===== config.mk =====
export PLATFORM = sky130hd
export DESIGN_NAME = countdown_timer
export DESIGN_NICKNAME = d
export VERILOG_FILES = /design/src/rtl/countdown_timer.sv
export SDC_FILE = /design/constraint.sdc
export NUM_CORES = 1
export LEC_CHECK = 0
export ABC_CLOCK_PERIOD_IN_PS = 5800
export CAP_MARGIN = 20
export CORE_UTILIZATION = 45
export CTS_CLUSTER_SIZE = 24
export DETAILED_ROUTE_END_ITERATION = 8
export PLACE_DENSITY = 0.78
export SLEW_MARGIN = 20
export SYNTH_ARGS = -nofsm -noshare
export SYNTH_HDL_FRONTEND = slang
export SYNTH_SLANG_ARGS = --single-unit

===== constraint.sdc =====
create_clock -name clk -period 5.8 [get_ports clk]
set_input_delay 1.16 -clock clk [delete_from_list [all_inputs] [get_ports clk]]
set_output_delay 1.16 -clock clk [all_outputs]
set_load 0.01 [all_outputs]

===== src/rtl/countdown_timer.sv =====
`default_nettype none
// ============================================================================
// Module      : countdown_timer
// Description : mm:ss BCD countdown timer. Each rising edge of tick_in counts one second.
// Revision    : 1.0 - initial release
// ============================================================================
module countdown_timer #(
    parameter bit         AUTO_RELOAD = 1'b0,
    parameter logic [7:0] MAX_MIN     = 8'h99
) (
    input  logic       clk,
    input  logic       clr,
    input  logic       tick_in,
    input  logic       start,
    input  logic       pause,
    input  logic       load,
    input  logic [7:0] load_min,
    input  logic [7:0] load_sec,
    output logic [7:0] min_bcd,
    output logic [7:0] sec_bcd,
    output logic       running,
    output logic       done,
    output logic       done_pulse,
    output logic       load_err
);

    localparam logic [1:0] c_ST_IDLE  = 2'd0;
    localparam logic [1:0] c_ST_RUN   = 2'd1;
    localparam logic [1:0] c_ST_PAUSE = 2'd2;
    localparam logic [1:0] c_ST_DONE  = 2'd3;

    logic [1:0]  r_state;
    logic [7:0]  r_min;
    logic [7:0]  r_sec;
    logic [7:0]  r_rl_min;
    logic [7:0]  r_rl_sec;
    logic        r_tick_d;
    logic        r_done_pulse;
    logic        r_load_err;

    logic [1:0]  w_state_nxt;
    logic [7:0]  w_min_nxt;
    logic [7:0]  w_sec_nxt;
    logic [7:0]  w_rl_min_nxt;
    logic [7:0]  w_rl_sec_nxt;
    logic        w_done_pulse_nxt;
    logic        w_load_err_nxt;
    logic        w_sec_evt;
    logic        w_load_ok;
    logic        w_nonzero;
    logic        w_rl_nonzero;
    logic [15:0] w_dec;

    // Digit-wise BCD decrement of {min, sec}; seconds borrow wraps 00 -> 59.
    function automatic logic [15:0] f_bcd_dec(input logic [15:0] v);
        logic [15:0] r;
        r = v;
        if (v[3:0] != 4'd0) begin
            r[3:0] = v[3:0] - 4'd1;
        end else if (v[7:4] != 4'd0) begin
            r[7:4] = v[7:4] - 4'd1;
            r[3:0] = 4'd9;
        end else begin
            r[7:0] = 8'h59;
            if (v[11:8] != 4'd0) begin
                r[11:8] = v[11:8] - 4'd1;
            end else begin
                r[15:12] = v[15:12] - 4'd1;
                r[11:8]  = 4'd9;
            end
        end
        return r;
    endfunction

    assign w_sec_evt    = tick_in & ~r_tick_d;
    assign w_nonzero    = ({r_min, r_sec} != 16'h0000);
    assign w_rl_nonzero = ({r_rl_min, r_rl_sec} != 16'h0000);
    assign w_dec        = f_bcd_dec({r_min, r_sec});
    assign w_load_ok    = (load_min[7:4] <= 4'd9) && (load_min[3:0] <= 4'd9) &&
                          (load_sec[7:4] <= 4'd5) && (load_sec[3:0] <= 4'd9) &&
                          (load_min <= MAX_MIN);

    always_comb begin
        w_state_nxt      = r_state;
        w_min_nxt        = r_min;
        w_sec_nxt        = r_sec;
        w_rl_min_nxt     = r_rl_min;
        w_rl_sec_nxt     = r_rl_sec;
        w_done_pulse_nxt = 1'b0;
        w_load_err_nxt   = 1'b0;
        // A load owns the cycle: a rejected one leaves count and state untouched.
        if (load) begin
            if (w_load_ok) begin
                w_min_nxt    = load_min;
                w_sec_nxt    = load_sec;
                w_rl_min_nxt = load_min;
                w_rl_sec_nxt = load_sec;
                w_state_nxt  = c_ST_IDLE;
            end else begin
                w_load_err_nxt = 1'b1;
            end
        end else begin
            case (r_state)
                c_ST_IDLE: begin
                    if (start && w_nonzero) begin
                        w_state_nxt = c_ST_RUN;
                    end
                end
                c_ST_RUN: begin
                    if (w_sec_evt) begin
                        {w_min_nxt, w_sec_nxt} = w_dec;
                        if (w_dec == 16'h0000) begin
                            w_done_pulse_nxt = 1'b1;
                            if (AUTO_RELOAD && w_rl_nonzero) begin
                                w_min_nxt = r_rl_min;
                                w_sec_nxt = r_rl_sec;
                                if (pause) begin
                                    w_state_nxt = c_ST_PAUSE;
                                end
                            end else begin
                                w_state_nxt = c_ST_DONE;
                            end
                        end else if (pause) begin
                            w_state_nxt = c_ST_PAUSE;
                        end
                    end else if (pause) begin
                        w_state_nxt = c_ST_PAUSE;
                    end
                end
                c_ST_PAUSE: begin
                    if (start) begin
                        w_state_nxt = c_ST_RUN;
                    end
                end
                c_ST_DONE: begin
                    if (start) begin
                        w_state_nxt = c_ST_IDLE;
                    end
                end
                default: w_state_nxt = c_ST_IDLE;
            endcase
        end
    end

    always_ff @(posedge clk) begin
        if (clr) begin
            r_state      <= c_ST_IDLE;
            r_min        <= 8'h00;
            r_sec        <= 8'h00;
            r_rl_min     <= 8'h00;
            r_rl_sec     <= 8'h00;
            r_tick_d     <= 1'b1;
            r_done_pulse <= 1'b0;
            r_load_err   <= 1'b0;
        end else begin
            r_state      <= w_state_nxt;
            r_min        <= w_min_nxt;
            r_sec        <= w_sec_nxt;
            r_rl_min     <= w_rl_min_nxt;
            r_rl_sec     <= w_rl_sec_nxt;
            r_tick_d     <= tick_in;
            r_done_pulse <= w_done_pulse_nxt;
            r_load_err   <= w_load_err_nxt;
        end
    end

    assign min_bcd    = r_min;
    assign sec_bcd    = r_sec;
    assign running    = (r_state == c_ST_RUN);
    assign done       = (r_state == c_ST_DONE);
    assign done_pulse = r_done_pulse;
    assign load_err   = r_load_err;

endmodule
`default_nettype wire


Word-level counts from Yosys, hierarchy flattened --
Cells that the tools add are included.
Operators by class: add/sub/neg operators 4, order comparisons 5, equal/unequal tests 7, muxes and demuxes 25, bitwise gates (word level) 5, reduce and logical (&&, ||, !) cells 17
Operators by type and width (number):
- 8-bit two-way mux | 10
- 16-bit logical NOT | 1
- 2-bit two-way mux | 8
- 16-bit nonzero test | 1
- 4-bit by 1-bit subtractor with 4-bit output (second input constant) | 4
- 4-bit less-or-equal comparator (second input constant) | 3
- 12-bit two-way mux | 1
- 4-bit two-way mux | 3
- 4-bit nonzero test | 3
- 3-bit inequality test (second input constant) | 3
- 8-bit less-or-equal comparator (second input constant) | 1
- 2-bit one-hot mux with 4 select lines | 1
- 1-bit logical AND | 5
- 2-bit equality test (second input constant) | 2
- 4-bit by 3-bit less-or-equal comparator with 1-bit output (second input constant) | 1
- 1-bit inverter | 4
- 4-bit AND reduction | 1
- 2-bit nonzero test | 2
- 4-bit OR reduction | 1
- 3-bit AND reduction | 1
- 2-bit by 1-bit equality test with 1-bit output (second input constant) | 1
- 2-bit logical NOT | 1
- 1-bit two-way mux | 2
- 2-bit by 1-bit inequality test with 1-bit output (second input constant) | 1
- 2 further kinds | 2
Storage, ports and cells: register bits 21, output and inout port bits 20, word-level logic and storage cells 69

Longest topological paths before layout --
Gate-level depths: netlist (run 1).
depth after elaboration 9, mapped depth 9

Worst setup path before layout (run 1) --
OpenSTA, ideal clock, no wires.
path type input port to flip-flop, from input port load, to register r_sec[3], in the netlist sec_bcd[3], arrival 2.322 ns, data required time 5.735 ns, setup slack 3.413 ns, stages 8, cells stage by stage clkbuf_1 > nor2_1 > nand3_1 > o21ai_1 > clkbuf_1 > clkbuf_1 > o21ai_0 > nor2_1
Between the ends: cells in the longest elaborated chain, start to end 2, elaborated cells between the ends (all ways) 5
Ends and longest elaborated chain:
- start: declaration | line 16 | input logic load,
- 2-bit by 1-bit inequality test with 1-bit output (no source line) or 2-bit nonzero test (tied branches)
- 3-bit AND reduction (no source line)
- end signal: assignment | line 158 | r_sec <= w_sec_nxt;
- end: declaration | line 34 | logic [7:0] r_sec;
Several ways; a longest one is shown, not always the timed one. A chain may end at the register's enable or synchronous reset.

Final worst setup path (run 1) --
from input port load, to register r_min[7], in the netlist min_bcd[7]
Between the ends: cells in the longest elaborated chain, start to end 2, elaborated cells between the ends (all ways) 5
Ends and longest elaborated chain:
- 2-bit by 1-bit inequality test with 1-bit output (no source line) or 2-bit nonzero test (tied branches)
- 3-bit AND reduction (no source line)
- end signal: assignment | line 157 | r_min <= w_min_nxt;
- end: declaration | line 33 | logic [7:0] r_min;
Several ways; a longest one is shown, not always the timed one.

==> reports/qor.yml, run 1 <==
sta:
  clock_skew_ps: 5.62
  finalSetupTns_ps: 0
  relSlewSlack_pct: 46.5
  rsz0062_at_grt: "no"
  layout_setup_ws_ps: 2580
  whs_ps: 562
  slew_violations: 0
  report.final.setup_viol: 0
  timing.fmax_mhz: 311
  layout_worst_path_cycle_share_pct: 55.5
  finalCriticalPeriod_ps: 3220
  hold_violations: 0
  worstMarginPinSlew_ps: 800
cells_and_area:
  nNetsFinal: 261
  diodes: 0
  drive_above_1_share_pct: 3.86
  synthToLayoutAreaGrowth_pct: 31.2
  stdcell_area_mm2: 0.00189
  stdcell_count: 277
  nFillCells: 295
clock_network:
  cts_tree: "done"
  clock_sinks: 21
  cts_buffers: 3
  clockBufferDepth: 2
  htreeDepth: 1
  clkTransAtPathRegs_ps: 120
  cts_root_buffer: "clkbuf_4"
  cts_resized: 0
  clk_latency_ps: 310
  cts_hold_buf: 0
  cts_setup_buffers: 0
yosys:
  postSynthAreaPerCell_um2: 7.23
  async_reset_ff_share_pct: 0
  synth_xor_xnor_area_share_pct: 0.609
  synth_edf_count: 0
  yosysTopAreaCell: "dfxtp_1"
  synth_common_cells: "nor2_1 (25), o21ai_0 (24), dfxtp_1 (21)"
  syn_nets: 226
  yosys_warnings: 0
  synth_area_leaders: "dfxtp_1 (29%), o21ai_0 (8.3%), nor2_1 (6.5%)"
  synthCells: 199
  synth_compound_area_share_pct: 29.5
  yosysMostFrequentCell: "nor2_1"
  netlist.area_leader.share_pct: 29.2
  netlist_area_mm2: 0.00144
  yosys_most_used_dff: "dfxtp_1"
  synth_top_family_by_area: "compound AO/OA/AOI/OAI gates"
  yosys.area_share.adder_pct: 4.35
  synth.distinct_cells: 47
  synth_seq_cells: 21
  synth_simple_gate_area_share_pct: 27.4
  synth_mux_area_share_pct: 2.09
  seq_area_frac_synth_pct: 29.2
critical_path:
  cp_slowest_cell: "o21ai_1"
  start_kind: "input port"
  cp-end-kind: "flop"
  rrSetupSlack_ps: 3360
  path_buf_inv: 4
  crit_family: "buffers and inverters"
  rr_endpoint: "r_state[0]$_SDFFE_PP0P_"
  reg2regPathDepth: 8
  r2r-start: "sec_bcd[0]$_SDFFE_PP0P_"
  arrival_ps: 3390
  cp_common_cell: "buf_4"
  critPathKind: "input port to flop"
  path_cells: "clkdlybuf4s50_1 -> buf_4 -> inv_1 -> o21ai_1 -> buf_4 -> o21ai_0 -> a22oi_1 -> nor2_1"
  cp_max_fo: 34
  cp.required_ps: 5970
  max_stage_delay_ps: 480
place:
  place_inst: 273
  placed_area_mm2: 0.00186
  port_buffers: 41
  gp_congestion: 0.917
  hpwl_mm: 2.64
  place_ws_ps: 2290
global_routing:
  grt_pass1_wl_mm: 5.91
  grt_usage_pct: 22.2
  grt_pass1_vias: 1363
  antenna_found_initial: 0
  gr-total-overflow: 0
  grt_max_degree: 35
floorplanning:
  fp.dieArea_mm2: 0.00343
  core_mm2: 0.00305
  rows: 20
  boundaryPins: 42
  die-height_um: 58.5
  start_util_pct: 47.1
  die_w_um: 58.5
power:
  power_density_mw_per_mm2: 172
  p_leak_nw: 0.703
  ir_drop_mv: 0.124
worst_hold_path:
  holdCritStartpoint: "min_bcd[5]$_SDFFE_PP0P_"
  hp-class: "flop to flop"
  whs_path_depth: 2
  hold_end: "min_bcd[5]$_SDFFE_PP0P_"
run_status:
  outcome: "finished, final reports clean"
detailed_routing:
  routed_wl_mm: 3.63
  vias: 1529
  viasPerCell: 5.52
  wl_per_cell_um: 13.1
  drc: 0
  drtPass1Iterations: 4
  antenna_left: 0
  drt_iter0_drc: 82
job:
  drv_cap: 0
worst min-delay path: cells and delay by family (launching register included):
kind / cells / cell delay, ps
flops: 1 / 340
buf+inv: 1 / 90
compound gates: 1 / 80
area by class of cell:
type                       instances  area [µm²]  area share, %
clock buffer                       4        26.3           1.39
inverter                          11        41.3           2.19
multi-input combinational        154         920           48.7
sequential                        21         420           22.3
tap                               44        55.1           2.92
timing repair buffer              43         425           22.5
power by group:
part           switching [mW]  internal, mW
sequential            0.00631         0.149
combinational          0.0509        0.0460
clock                  0.0464        0.0268
total                   0.104         0.222
metrics by stage:
step	utilization, %	total power [mW]
5_1_grt	61.8	0.343
4_1_cts	61.8	0.328
6_report	61.8	0.325
2_1_floorplan	-	0.221
3_5_place_dp	61.0	0.255
3_3_place_gp	61.0	0.254
kinds of logic (layout without fill, tap and decap cells):
| group | Yosys count | after routing |
|---|---|---|
| simple gates | 79 | 79 |
| compound gates | 66 | 66 |
| buf+inv | 24 | 58 |
| flops | 21 | 21 |
| fa+ha+maj | 5 | 5 |
| mux | 3 | 3 |
| xor+xnor | 1 | 1 |
sequential cells by signal (all words and copies together) (netlist names):
signal	count
sec_bcd	8
r_state	2
done_pulse	1
r_tick_d	1
min_bcd	8
load_err	1
worst max path at each step:
| stage | start | end | slack, ps | cells past startpoint |
|---|---|---|---|---|
| 6_report | load | min_bcd[7]$_SDFFE_PP0P_ | 2580 | 8 |
| 5_1_grt | load | min_bcd[7]$_SDFFE_PP0P_ | 2410 | 8 |
| 4_1_cts | load | min_bcd[5]$_SDFFE_PP0P_ | 2600 | 7 |
| 3_5_place_dp | load | min_bcd[4]$_SDFFE_PP0P_ | 2290 | 8 |
| 3_3_place_gp | load | min_bcd[4]$_SDFFE_PP0P_ | 2350 | 8 |
| 2_1_floorplan | load | sec_bcd[3]$_SDFFE_PP0P_ | 3410 | 8 |
layer usage:
layer | vias up | GRT usage (%) | part of all wire, %
met2 | 42 | 35.3 | 46
met5 | - | 0 | 0
li1 | 788 | - | -
met1 | 697 | 30.9 | 48
met3 | 2 | 3.96 | 5.4
met4 | 0 | 6.12 | 0.47
cell usage in the layout, fill, tap and decap left out, types with 2 or more instances in the layout:
cell type / netlist / layout
a211oi_1: 4 / 4
a21oi_1: 7 / 7
a221oi_1: 5 / 5
a22o_1: 2 / 2
a22oi_1: 7 / 7
and2_1: 2 / 2
buf_4: 0 / 2
clkbuf_4: 0 / 3
clkdlybuf4s50_1: 0 / 41
dfxtp_1: 21 / 21
ha_1: 5 / 5
inv_1: 11 / 11
mux2i_1: 3 / 3
nand2_1: 16 / 16
nand2b_1: 3 / 3
nand3_1: 8 / 8
nand4_1: 4 / 4
nor2_1: 25 / 25
nor2b_1: 3 / 3
nor3_1: 7 / 7
o21a_1: 2 / 2
o21ai_0: 24 / 24
o21ai_1: 4 / 4
(Power assumes the default switching activity.)
==> run 2: changes to the inputs <==
--- a/config.mk
+++ b/config.mk
@@ -5,9 +5,9 @@
 export SDC_FILE = /design/constraint.sdc
 export NUM_CORES = 1
 export LEC_CHECK = 0
-export ABC_CLOCK_PERIOD_IN_PS = 5800
+export ABC_CLOCK_PERIOD_IN_PS = 2750
 export CAP_MARGIN = 20
-export CORE_UTILIZATION = 45
+export CORE_UTILIZATION = 43
 export CTS_CLUSTER_SIZE = 24
 export DETAILED_ROUTE_END_ITERATION = 8
 export PLACE_DENSITY = 0.78
==> constraint.sdc (replaced) <==
create_clock -name clk -period 2.75 [get_ports clk]
set_input_delay 0.55 -clock clk [delete_from_list [all_inputs] [get_ports clk]]
set_output_delay 0.55 -clock clk [all_outputs]
set_load 0.01 [all_outputs]
==> reports/qor.yml, run 2 (synthesis results as in run 1) <==
clock_network:
  cts_buffers: 3  # unchanged
  clock_sinks: 21  # unchanged
  cts_resized: 0  # unchanged
  cts_root_buffer: "clkbuf_4"
  cts_setup_buffers: 0  # unchanged
  clk_latency_ps: 320  # about the same
  cts_hold_buf: 0  # unchanged
  cts_tree: "done"
  htreeDepth: 1  # unchanged
  clkTransAtPathRegs_ps: 110  # about the same
  clockBufferDepth: 2  # unchanged
global_routing:
  antenna_found_initial: 0  # unchanged
  grt_pass1_wl_mm: 6.01  # +1.7%
  grt_usage_pct: 22.3  # +0.15 points
  grt_pass1_vias: 1384  # +1.5%
  grt_max_degree: 24  # -31%
  gr-total-overflow: 0  # unchanged
cells_and_area:
  stdcell_count: 281  # +1.4%
  final_common_cell: "clkdlybuf4s50_1"
  drive_above_1_share_pct: 5.49  # +1.6 points
  synthToLayoutAreaGrowth_pct: 33.3
  nNetsFinal: 265  # +1.5%
  mostFrequentLayoutCells: "clkdlybuf4s50_1 (41), nor2_1 (25), o21ai_0 (24)"
  diodes: 0  # unchanged
critical_path:
  cp-end-kind: "flop"
  cp.required_ps: 2980  # -2990 ps
  cp_max_fo: 10  # -71%
  critPathKind: "flop to flop"
  rrSetupSlack_ps: 410  # -2950 ps
  arrival_ps: 2570  # -820 ps
  start_kind: "flop"
detailed_routing:
  antenna_left: 0  # unchanged
  wl_met2_mm: 1.64  # -0.97%
  wl_per_cell_um: 13.0  # -0.77%
  viasPerCell: 5.65  # +2.3%
  routed_wl_mm: 3.65  # +0.66%
  top_layer: "met4"
  vias: 1587  # +3.8%
  wl_met3_um: 255  # +29%
  drt_iter0_drc: 88  # +7.3%
  wl_met1_mm: 1.72  # -2.2%
  drtPass1Iterations: 4  # unchanged
  drc: 0  # unchanged
floorplanning:
  rows: 20  # unchanged
  boundaryPins: 42  # unchanged
  fp.dieArea_mm2: 0.00358  # +4.5%
  die-height_um: 59.8  # +2.2%
  start_util_pct: 46.4  # -0.76 points
  die_w_um: 59.8  # +2.2%
  core_mm2: 0.00310  # +1.6%
power:
  power_density_mw_per_mm2: 361  # +110%
  ir_drop_mv: 0.250  # +100%
  p_leak_nw: 0.723  # +2.8%
sta:
  timing.fmax_mhz: 427
  hold_violations: 0  # unchanged
  finalSetupTns_ps: 0  # unchanged
  relSlewSlack_pct: 75.1  # +29 points
  report.final.setup_viol: 0  # unchanged
  layout_worst_path_cycle_share_pct: 85.1
  finalCriticalPeriod_ps: 2340
  layout_setup_ws_ps: 409  # -2170 ps
  clock_skew_ps: 12.6  # +7.01 ps
  rsz0062_at_grt: "no"
  worstMarginPinSlew_ps: 372  # -428 ps
  slew_violations: 0  # unchanged
place:
  gp_congestion: 0.847  # -7.6%
  hpwl_mm: 2.71  # +2.8%
  place_ws_ps: 407  # -1880 ps
  place_inst: 277  # +1.5%
  port_buffers: 41  # unchanged
job:
  drv_cap: 0  # unchanged
run_status:
  outcome: "finished, final reports clean"
worst_hold_path:
  hp-class: "flop to flop"
run 2: final cells by class:
| class | instances | area (µm²) |
|---|---|---|
| clock buffers | 4 | 26.3 |
| well taps | 44 | 55.1 |
| flip-flops and latches | 21 | 420 |
| inverters | 11 | 41.3 |
| fillers | 323 | 1180 |
| repair buffers | 47 | 455 |
| multi-input cells | 154 | 920 |
run 2: power breakdown:
part | total [mW] | internal, mW | switching, mW
clock network | 0.158 | 0.0568 | 0.101
registers | 0.327 | 0.314 | 0.0130
logic | 0.207 | 0.100 | 0.106
total | 0.692 | 0.471 | 0.221
run 2: path summary, 6_finish.rpt:
kind                           start                      end  cells past startpoint
max          sec_bcd[0]$_SDFFE_PP0P_  r_state[1]$_SDFFE_PP0P_                      8
min reg2reg  sec_bcd[1]$_SDFFE_PP0P_  sec_bcd[1]$_SDFFE_PP0P_                      2
max reg2reg  sec_bcd[0]$_SDFFE_PP0P_  r_state[1]$_SDFFE_PP0P_                      8
min          sec_bcd[1]$_SDFFE_PP0P_  sec_bcd[1]$_SDFFE_PP0P_                      2
run 2: per-layer routing:
| metal | global-route usage [%] | vias to the layer above |
|---|---|---|
| li1 | - | 796 |
| met4 | 7.31 | 0 |
| met1 | 29.3 | 725 |
| met3 | 4.76 | 5 |
| met2 | 36.2 | 61 |
| met5 | 0 | - |
run 2: metrics by stage:
step	instance area (µm²)	hold slack, ps	util, %	power [mW]
2_1_floorplan	1440	516	-	0.466
3_3_place_gp	1890	527	61.0	0.538
3_5_place_dp	1890	532	61.0	0.539
4_1_cts	1920	548	61.8	0.692
5_1_grt	1920	558	61.8	0.730
6_report	1920	549	61.8	0.692
run 2: worst max-delay path, stage by stage (launching register included):
cell,delay [ps]
dfxtp_1,350
inv_1,140
ha_1,220
nor3b_2,310
and4_1,460
o21ai_0,180
a21oi_2,180
nand4_1,140
a221oi_1,280
==> run 3: changes to the inputs <==
--- a/config.mk
+++ b/config.mk
@@ -11,6 +11,7 @@
 export CTS_CLUSTER_SIZE = 24
 export DETAILED_ROUTE_END_ITERATION = 8
 export PLACE_DENSITY = 0.78
+export REMOVE_ABC_BUFFERS = 1
 export SLEW_MARGIN = 20
 export SYNTH_ARGS = -nofsm -noshare
 export SYNTH_HDL_FRONTEND = slang
==> reports/qor.yml, run 3 (synthesis results as in run 1) <==
run_status:
  outcome: "finished, final reports clean"
clock_network:
  cts_hold_buf: 0  # unchanged
  cts_buffers: 3  # unchanged
  clockBufferDepth: 2  # unchanged
  cts_setup_buffers: 0  # unchanged
  clk_latency_ps: 300  # -20 ps
  cts_tree: "done"
  cts_resized: 0  # unchanged
  clock_sinks: 21  # unchanged
  clkTransAtPathRegs_ps: 130  # +20 ps
  cts_root_buffer: "clkbuf_4"
  htreeDepth: 1  # unchanged
floorplanning:
  start_util_pct: 46.4  # unchanged
  boundaryPins: 42  # unchanged
  die-height_um: 59.8  # unchanged
  core_mm2: 0.00310  # unchanged
  fp.dieArea_mm2: 0.00358  # unchanged
  die_w_um: 59.8  # unchanged
  rows: 20  # unchanged
power:
  ir_drop_mv: 0.195  # -22%
  power_density_mw_per_mm2: 361  # +0.17%
  p_leak_nw: 0.718  # -0.70%
global_routing:
  grt_max_degree: 26  # +8.3%
  grt_pass1_wl_mm: 5.77  # -4.0%
  grt_pass1_vias: 1280  # -7.5%
  grt_usage_pct: 21.4  # -0.95 points
  antenna_found_initial: 0  # unchanged
  gr-total-overflow: 0  # unchanged
sta:
  timing.fmax_mhz: 439  # +2.8%
  rsz0062_at_grt: "no"
  clock_skew_ps: 5.10  # -7.54 ps
  finalCriticalPeriod_ps: 2280  # -63.7 ps
  slew_violations: 0  # unchanged
  relSlewSlack_pct: 46.3  # -29 points
  layout_setup_ws_ps: 473  # +63.7 ps
  hold_violations: 0  # unchanged
  report.final.setup_viol: 0  # unchanged
  finalSetupTns_ps: 0  # unchanged
  layout_worst_path_cycle_share_pct: 82.8  # -2.3 points
  worstMarginPinSlew_ps: 804  # +431 ps
critical_path:
  path_buf_inv: 2  # +1
  rrSetupSlack_ps: 470  # +60 ps
  critPathKind: "flop to flop"
  reg2regPathDepth: 9  # +1
  crit_family: "simple AND/OR/NAND/NOR gates"
  worst-path-stages: 9  # +1
  start_kind: "flop"
  crit_path_end: "r_state[0]$_SDFFE_PP0P_"
  rr_endpoint: "r_state[0]$_SDFFE_PP0P_"
  cp_slowest_cell: "and4_1"
  r2r-start: "sec_bcd[0]$_SDFFE_PP0P_"
  max_stage_delay_ps: 380  # -80 ps
  cp_max_fo: 6  # -4
  cp.required_ps: 2910  # -70 ps
  crit_start: "sec_bcd[0]$_SDFFE_PP0P_"
  arrival_ps: 2440  # -130 ps
  path_cells: "inv_1 -> ha_1 -> nor3b_2 -> and4_1 -> buf_4 -> a31o_1 -> nor3_1 -> a211oi_1 -> a311oi_1"
  cp-end-kind: "flop"
cells_and_area:
  multi_input_comb_area_um2: 920  # unchanged
  drive_above_1_share_pct: 5.08  # -0.40 points
  nNetsFinal: 264  # -0.38%
  postLayoutCoreUtil_pct: 61.6  # -0.24 points
  final_common_cell: "clkdlybuf4s50_1"
  mostFrequentLayoutCells: "clkdlybuf4s50_1 (41), nor2_1 (25), o21ai_0 (24)"
  nFillCells: 302  # -6.5%
  synthToLayoutAreaGrowth_pct: 32.8
  diodes: 0  # unchanged
  stdcell_area_mm2: 0.00191  # -0.39%
  register_area_um2: 420  # unchanged
  stdcell_count: 280  # -0.36%
detailed_routing:
  antenna_left: 0  # unchanged
  routed_wl_mm: 3.58  # -2.0%
  viasPerCell: 5.57  # -1.4%
  vias: 1559  # -1.8%
  drt_iter0_drc: 88  # unchanged
  drc: 0  # unchanged
  drtPass1Iterations: 4  # unchanged
  wl_per_cell_um: 12.8  # -1.7%
job:
  drv_cap: 0  # unchanged
place:
  placed_area_mm2: 0.00188  # -0.40%
  place_ws_ps: 319  # -88.2 ps
  hpwl_mm: 2.67  # -1.5%
  gp_congestion: 0.869  # +2.6%
  port_buffers: 41  # unchanged
  place_inst: 276  # -0.36%
worst_hold_path:
  hp-class: "flop to flop"
## run 3: cell types whose count changed in the layout (fill, tap and decap cells not counted), sizes merged
cell,before,now
buf,6,5
## run 3: power by group
| part | leakage [nW] | switching [mW] | internal, mW | total, mW |
|---|---|---|---|---|
| clock network | 0.0150 | 0.0975 | 0.0565 | 0.154 |
| registers | 0.170 | 0.0130 | 0.314 | 0.327 |
| logic | 0.533 | 0.107 | 0.103 | 0.209 |
| total | 0.718 | 0.217 | 0.473 | 0.690 |
## run 3: layer usage
metal	track usage, %	vias to the layer above	routed length (µm)
met3	3.68	4	111
met2	32.1	42	1610
met5	0	-	0
met1	30.3	714	1830
li1	-	799	-
met4	7.97	0	33
## run 3: stage by stage
step | hold WS, ps | power, mW
after floorplan | 507 | 0.447
after global placement | 531 | 0.541
after detailed placement | 535 | 0.541
after CTS | 555 | 0.696
after global routing | 563 | 0.736
final | 545 | 0.690
## run 3: worst min-delay path by stage
stage / from / to / cells after the start
global placement: sec_bcd[7]$_SDFFE_PP0P_ / sec_bcd[7]$_SDFFE_PP0P_ / 2
global route: sec_bcd[1]$_SDFFE_PP0P_ / sec_bcd[1]$_SDFFE_PP0P_ / 2
floorplan: r_state[1]$_SDFFE_PP0P_ / r_state[1]$_SDFFE_PP0P_ / 2
detailed placement: sec_bcd[1]$_SDFFE_PP0P_ / sec_bcd[1]$_SDFFE_PP0P_ / 2
finish: min_bcd[3]$_SDFFE_PP0P_ / min_bcd[3]$_SDFFE_PP0P_ / 2
CTS: sec_bcd[1]$_SDFFE_PP0P_ / sec_bcd[1]$_SDFFE_PP0P_ / 2
## run 3: worst register-to-register path, delay by kind of cell, from the launching register on
kind                       cells  cell delay [ps]
AOI/OAI and AO/OA              3              500
adders and majority gates      1              210
and+or+nand+nor                3              750
DFF                            1              360
buffers and inverters          2              320
## run 3: final cells by class
class	count	area share, %
Tap cell	44	2.88
Clock buffer	4	1.38
Inverter	11	2.16
Sequential cell	21	22.0
Multi-Input combinational cell	154	48.1
Timing Repair Buffer	46	23.4
